--- config.mk ---
export PLATFORM = sky130hd
export DESIGN_NAME = led_matrix_pwm_scan
export DESIGN_NICKNAME = d
export VERILOG_FILES = /design/src/rtl/led_matrix_pkg.sv /design/src/rtl/led_frame_dbuf.sv /design/src/rtl/led_matrix_pwm_scan.sv
export SDC_FILE = /design/constraint.sdc
export NUM_CORES = 1
export LEC_CHECK = 0
export BUFFER_PORTS_ARGS = -buffer_cell sky130_fd_sc_hd__buf_2
export CORE_MARGIN = 3
export CORE_UTILIZATION = 45
export CTS_BUF_LIST = sky130_fd_sc_hd__clkbuf_4 sky130_fd_sc_hd__clkbuf_8
export DETAILED_ROUTE_END_ITERATION = 7
export GPL_ROUTABILITY_DRIVEN = 0
export PLACE_DENSITY_LB_ADDON = 0.1
export SLEW_MARGIN = 15
export SYNTH_ARGS = -nofsm -noshare
export SYNTH_HDL_FRONTEND = slang
export SYNTH_HIERARCHICAL = 1
export SYNTH_SLANG_ARGS = --single-unit
--- constraint.sdc ---
create_clock -name clk -period 13.35 [get_ports clk]
set_clock_uncertainty 0.1 [all_clocks]
set_input_delay 0.6675 -clock clk [delete_from_list [all_inputs] [get_ports clk]]
set_output_delay 0.6675 -clock clk [all_outputs]
set_load 0.02 [all_outputs]
--- src/rtl/led_matrix_pkg.sv ---
// Shared types and elaboration helpers for the LED matrix PWM scan driver.
package led_matrix_pkg;

  // Each row slot is a dark blanking interval followed by the PWM on-time.
  typedef enum logic {
    PH_BLANK = 1'b0,
    PH_ON    = 1'b1
  } phase_t;

  // Default geometry of the LED FeatherWing board (6x6, columns sink current).
  localparam int FW_ROWS        = 6;
  localparam int FW_COLS        = 6;
  localparam int FW_COL_ACT_LOW = 1;

  // Number of bits needed to count 0..value-1 (0 for value <= 1).
  function automatic int clog2(input int value);
    int result;
    int rem;
    result = 0;
    rem    = value - 1;
    while (rem > 0) begin
      result++;
      rem = rem >> 1;
    end
    return result;
  endfunction

  function automatic int max2(input int a, input int b);
    return (a > b) ? a : b;
  endfunction

endpackage

--- src/rtl/led_frame_dbuf.sv ---
// Double-buffered pixel store: one bank is on display (front) while the
// other (back) accepts pixel writes; a swap exchanges their roles.
module led_frame_dbuf
  import led_matrix_pkg::*;
#(
  parameter int ROWS = FW_ROWS,
  parameter int COLS = FW_COLS,
  parameter int BPP  = 4,
  parameter int AW   = clog2(ROWS * COLS),
  parameter int RW   = max2(1, clog2(ROWS))
) (
  input  logic                clk,
  input  logic                rst_n,
  input  logic                wr_en,
  input  logic [AW-1:0]       wr_addr,
  input  logic [BPP-1:0]      wr_data,
  input  logic                swap,
  input  logic [RW-1:0]       rd_row,
  output logic [COLS*BPP-1:0] rd_data
);

  localparam int NPIX = ROWS * COLS;

  logic           front_sel;
  logic [BPP-1:0] bank0 [NPIX];
  logic [BPP-1:0] bank1 [NPIX];
  logic           wr_ok;
  logic [AW-1:0]  rd_idx;

  assign wr_ok = wr_en && (int'(wr_addr) < NPIX);

  // Front select flips on every committed swap; bank 0 is on display after reset.
  always_ff @(posedge clk or negedge rst_n) begin
    if (!rst_n) begin
      front_sel <= 1'b0;
    end else if (swap) begin
      front_sel <= ~front_sel;
    end
  end

  // Writes go to the bank not on display, judged before a same-edge swap, so they join the committed frame.
  always_ff @(posedge clk) begin
    if (wr_ok && front_sel) begin
      bank0[wr_addr] <= wr_data;
    end
    if (wr_ok && !front_sel) begin
      bank1[wr_addr] <= wr_data;
    end
  end

  // The whole front row is read at once so every column comparator sees its pixel in parallel.
  always_comb begin
    rd_data = '0;
    rd_idx  = '0;
    for (int c = 0; c < COLS; c++) begin
      rd_idx = AW'(int'(rd_row) * COLS + c);
      rd_data[c*BPP +: BPP] = front_sel ? bank1[rd_idx] : bank0[rd_idx];
    end
  end

endmodule

--- src/rtl/led_matrix_pwm_scan.sv ---
// Row-scanned LED matrix driver with per-pixel PWM grayscale, row blanking
// against ghosting and a tear-free frame buffer swap at frame end.
module led_matrix_pwm_scan
  import led_matrix_pkg::*;
#(
  parameter int ROWS         = FW_ROWS,
  parameter int COLS         = FW_COLS,
  parameter int BPP          = 4,
  parameter int TICK_DIV     = 16,
  parameter int BLANK_CYCLES = 8,
  parameter int COL_ACT_LOW  = FW_COL_ACT_LOW
) (
  input  logic                        clk,
  input  logic                        rst_n,
  input  logic                        en,
  input  logic                        wr_en,
  input  logic [clog2(ROWS*COLS)-1:0] wr_addr,
  input  logic [BPP-1:0]              wr_data,
  input  logic                        swap_req,
  output logic                        swap_pend,
  output logic                        swap_done,
  output logic                        frame_start,
  output logic [ROWS-1:0]             row,
  output logic [COLS-1:0]             col
);

  localparam int AW = clog2(ROWS * COLS);
  localparam int RW = max2(1, clog2(ROWS));
  localparam int CW = max2(1, clog2(max2(TICK_DIV, BLANK_CYCLES)));

  localparam logic [CW-1:0]   BLANK_LAST = CW'(BLANK_CYCLES - 1);
  localparam logic [CW-1:0]   TICK_LAST  = CW'(TICK_DIV - 1);
  localparam logic [BPP-1:0]  STEP_LAST  = BPP'((1 << BPP) - 2);
  localparam logic [RW-1:0]   ROW_LAST   = RW'(ROWS - 1);
  localparam logic [COLS-1:0] COL_OFF    = {COLS{COL_ACT_LOW != 0}};

  phase_t               phase;
  logic [RW-1:0]        row_idx;
  logic [CW-1:0]        cyc_cnt;
  logic [BPP-1:0]       step_cnt;
  logic [COLS*BPP-1:0]  front_row;
  logic [COLS-1:0]      lit;
  logic [ROWS-1:0]      row_sel;
  logic                 step_end;
  logic                 frame_end;
  logic                 do_swap;
  logic                 frame_first;

  led_frame_dbuf #(
    .ROWS (ROWS),
    .COLS (COLS),
    .BPP  (BPP),
    .AW   (AW),
    .RW   (RW)
  ) u_dbuf (
    .clk     (clk),
    .rst_n   (rst_n),
    .wr_en   (wr_en),
    .wr_addr (wr_addr),
    .wr_data (wr_data),
    .swap    (do_swap),
    .rd_row  (row_idx),
    .rd_data (front_row)
  );

  assign step_end    = (phase == PH_ON) && (cyc_cnt == TICK_LAST);
  assign frame_end   = en && step_end && (step_cnt == STEP_LAST) && (row_idx == ROW_LAST);
  assign do_swap     = frame_end && swap_pend;
  assign frame_first = en && (phase == PH_BLANK) && (row_idx == '0) && (cyc_cnt == '0);
  assign row_sel     = ROWS'(1) << row_idx;

  // A column is lit while its pixel value exceeds the current PWM step, so 0 never lights and full scale always does.
  always_comb begin
    lit = '0;
    for (int c = 0; c < COLS; c++) begin
      lit[c] = front_row[c*BPP +: BPP] > step_cnt;
    end
  end

  // Scan sequencer: BLANK then ON steps per row, rows wrap; disabling parks it at row 0 BLANK.
  always_ff @(posedge clk or negedge rst_n) begin
    if (!rst_n) begin
      phase    <= PH_BLANK;
      row_idx  <= '0;
      cyc_cnt  <= '0;
      step_cnt <= '0;
    end else if (!en) begin
      phase    <= PH_BLANK;
      row_idx  <= '0;
      cyc_cnt  <= '0;
      step_cnt <= '0;
    end else if (phase == PH_BLANK) begin
      if (cyc_cnt == BLANK_LAST) begin
        phase    <= PH_ON;
        cyc_cnt  <= '0;
        step_cnt <= '0;
      end else begin
        cyc_cnt <= cyc_cnt + 1'b1;
      end
    end else if (step_end) begin
      cyc_cnt <= '0;
      if (step_cnt == STEP_LAST) begin
        phase    <= PH_BLANK;
        step_cnt <= '0;
        row_idx  <= (row_idx == ROW_LAST) ? '0 : row_idx + 1'b1;
      end else begin
        step_cnt <= step_cnt + 1'b1;
      end
    end else begin
      cyc_cnt <= cyc_cnt + 1'b1;
    end
  end

  // Swap bookkeeping: a request waits for frame end; a request arriving on the swap edge arms the next swap.
  always_ff @(posedge clk or negedge rst_n) begin
    if (!rst_n) begin
      swap_pend <= 1'b0;
      swap_done <= 1'b0;
    end else begin
      swap_done <= do_swap;
      if (do_swap) begin
        swap_pend <= swap_req;
      end else if (swap_req) begin
        swap_pend <= 1'b1;
      end
    end
  end

  // Registered pin drive: rows and columns dark unless enabled and in the ON phase.
  always_ff @(posedge clk or negedge rst_n) begin
    if (!rst_n) begin
      row         <= '0;
      col         <= COL_OFF;
      frame_start <= 1'b0;
    end else begin
      frame_start <= frame_first;
      if (en && (phase == PH_ON)) begin
        row <= row_sel;
        col <= lit ^ COL_OFF;
      end else begin
        row <= '0;
        col <= COL_OFF;
      end
    end
  end

endmodule

==> flow_metrics.py <==
metrics = {
    "clock_network": {
        "clk_latency_ns": 0.63,
        "cts_resized": 0,
        "hold_buffers": 1,
        "clockBufferDepth": 3,
        "cts_setup_buffers": 0,
        "cts_tree": "done",
        "root_buffer": "clkbuf_8",
        "cts.sinks": 316,
        "cts_max_level": 2,
        "cts_made_buffers": 54,
        "clk_pin_slew_ns": 0.06,
    },
    "pwr": {
        "vdd_ir_drop_max_v": 0.0000760,
        "power_mw": 2.05,
        "power_leakage_nw": 6.39,
        "powerDensity_nw_per_um2": 104,
    },
    "place": {
        "place_area_um2": 18500,
        "port_buffers": 29,
        "hpwl_mm": 34.8,
        "post-place-cells": 1614,
    },
    "layout": {
        "final_cell_area_um2": 19600,
        "area_growth_pct": 9.63,
        "layout.nets": 1203,
        "antenna_cells": 0,
        "fillCellCount": 3271,
        "final_cell_count_no_fill": 1716,
        "multi_input_area_um2": 8110,
        "drive_above_1_share_pct": 31.9,
        "seq_area_um2": 9360,
    },
    "timing": {
        "setup_tns_ns": 0,
        "rsz0062_at_grt": "false",
        "min_period_ns": 5.88,
        "hold_violations": 0,
        "setup_viol": 0,
        "fin_crit_sh_pct": 44.1,
        "fmax_mhz": 170,
        "slew_headroom_pct": 26.1,
        "slew_violations": 0,
        "tightest_slew_ns": 1.10,
    },
    "floorplan": {
        "fp.dieH_um": 206,
        "io_pins": 30,
        "start_util_pct": 45.9,
        "fp-row-count": 72,
        "core_area_um2": 39000,
        "die_area_um2": 42300,
        "die-width_um": 206,
    },
    "setup_path": {
        "rr_worst_depth": 14,
        "critPathLaunchType": "flip-flop",
        "timing.rr.start": "row_idx[0]",
        "critPathKind": "flip-flop to flip-flop",
        "cp_max_fo": 54,
        "cp-end-kind": "flip-flop",
        "crit_required_ns": 13.80,
        "arrival_ns": 6.34,
        "rrSetupSlack_ns": 7.47,
        "r2r_end": "col[4]",
    },
    "global_route": {
        "grt_start_max_net_pins": 73,
        "grt.overflow.total": 0,
        "grt_use_total_pct": 24.7,
        "antenna_found_initial": 0,
        "grt_pass1_wl_mm": 75.7,
        "grt_pass1_vias": 10900,
    },
    "synth": {
        "synth-seq-cells": 316,
        "synth_cell_types": 69,
        "synth_edf_count": 288,
        "async_reset_ff_share_pct": 8.86,
        "netlist.area_leader.share_pct": 48.3,
        "synthFlopType": "edfxtp_1",
        "synth_warnings": 6,
        "synth_area_um2": 17900,
        "synth_common_cells": "edfxtp_1 (288), mux4_2 (213), nor2_1 (104), nand2_1 (94)",
        "synth_area_leaders": "edfxtp_1 (48%), mux4_2 (27%), dfrtp_1 (3.1%), ha_1 (2.4%), nor2_1 (2.2%)",
        "ys_seq_area_share_pct": 52.2,
        "synth_nets": 1179,
        "avgSynthCellArea_um2": 15.9,
        "netlist_instances": 1129,
        "synth_area_leader_cell": "edfxtp_1",
        "synth_most_common_cell": "edfxtp_1",
    },
    "min_path": {
        "whs_endpoint": "swap_pend",
        "hold_path_class": "input pin to flip-flop",
        "min_path_cells": 3,
        "min_from": "swap_req",
    },
    "run": {
        "maxCapViolations": 0,
    },
    "drt": {
        "drc": 0,
        "route.antenna.remaining_nets": 0,
        "wl_per_cell_um": 29.6,
        "drt_iter0_drc": 1461,
        "firstDrtPassIters": 6,
        "dr_total_vias": 11300,
        "wl_mm": 50.8,
        "vias_per_cell": 6.58,
    },
    "run_status": {
        "run_status": "finished, final reports clean",
    },
}
## report_power, final
group | switching (mW) | leakage, nW | total, mW | internal (mW)
clock | 0.405 | 0.587 | 0.926 | 0.520
sequential | 0.00320 | 2.95 | 1.09 | 1.08
combinational | 0.0308 | 2.85 | 0.0394 | 0.00855
total | 0.439 | 6.39 | 2.05 | 1.61
## per-stage QoR
| stage | setup WS [ns] | utilization [%] | hold WS [ns] |
|---|---|---|---|
| global route | 7.08 | 50.4 | 0.222 |
| CTS | 7.41 | 50.4 | 0.176 |
| detailed placement | 7.43 | 47.4 | 0.389 |
| finish | 7.47 | 50.4 | 0.219 |
| global placement | 7.51 | 47.4 | 0.380 |
| floorplan | 8.84 | - | 0.272 |
## worst max-delay path, cell delays in order (launching register included)
cell and delay [ns]:
dfrtp_4 0.98, ha_1 0.34, inv_1 0.07, fa_2 0.51, buf_4 0.45, clkinv_1 0.37, ha_1 0.35, xnor2_4 0.46
buf_4 0.35, mux4_1 0.57, mux4_2 0.46, ha_1 0.32, a21oi_1 0.15, o22ai_1 0.08, o21ai_0 0.18
## flip-flops by register name (all words and copies together), names as in the netlist
register	count
col	6
cyc_cnt	4
frame_start	1
phase	1
row	6
row_idx	3
step_cnt	4
swap_done	1
swap_pend	1
u_dbuf/bank0	144
u_dbuf/bank1	144
u_dbuf/front_sel	1
## cell type report
type                    instances  area share [%]
well taps                     518            3.30
repair buffers                 51            1.59
clock inverters                31            1.36
flip-flops and latches        316            47.6
inverters                      24           0.458
clock buffers                  70            4.39
multi-input cells             706            41.3
## cells in the final DEF (no fill, tap or decap), drive strengths merged, types with 3 or more instances in the layout
| master | count |
|---|---|
| edfxtp | 288 |
| mux4 | 221 |
| nor2 | 104 |
| nand2 | 96 |
| clkbuf | 70 |
| buf | 50 |
| a21oi | 35 |
| ha | 34 |
| nand3 | 29 |
| mux2i | 27 |
| clkinv | 25 |
| inv | 23 |
| dfrtp | 22 |
| o21ai | 20 |
| nor2b | 12 |
| mux2 | 9 |
| a211oi | 9 |
| and2 | 9 |
| o211ai | 8 |
| o22ai | 7 |
| a41o | 7 |
| xor2 | 7 |
| a21o | 6 |
| nand3b | 6 |
| nand4 | 6 |
| dfstp | 6 |
| xnor2 | 6 |
| a311oi | 5 |
| bufinv | 5 |
| and3 | 4 |
| a31oi | 4 |
| nor4b | 3 |
| nand2b | 3 |
| nor3 | 3 |
| or3b | 3 |
## kinds of logic (layout without fill, tap and decap cells)
| kind of cell | count (synthesis) | after routing | synth area share [%] |
|---|---|---|---|
| AO/OA/AOI/OAI | 115 | 115 | 4.20 |
| XOR/XNOR | 13 | 13 | 0.866 |
| adder cells (fa/ha/maj) | 35 | 35 | 2.49 |
| buffers and inverters | 107 | 176 | 2.93 |
| flip-flops | 316 | 316 | 52.2 |
| multiplexers | 257 | 257 | 30.0 |
| AND/OR/NAND/NOR | 286 | 286 | 7.30 |
## metal layers
layer	routed length, µm	track usage, %
met3	5010	5.35
met4	1080	5.76
met2	23200	36.7
met5	0	0
met1	21500	37.6
## worst max-delay path by stage
stage	from	end	slack [ns]	cells after the start
final	row_idx[0]	col[4]	7.47	14
after global routing	row_idx[0]	col[4]	7.08	14
after detailed placement	row_idx[0]	col[4]	7.43	12
after global placement	row_idx[0]	col[4]	7.51	12
after floorplan	row_idx[1]	col[5]	8.84	14
after CTS	row_idx[0]	col[4]	7.41	12
Power figures use the tool's default switching activity.
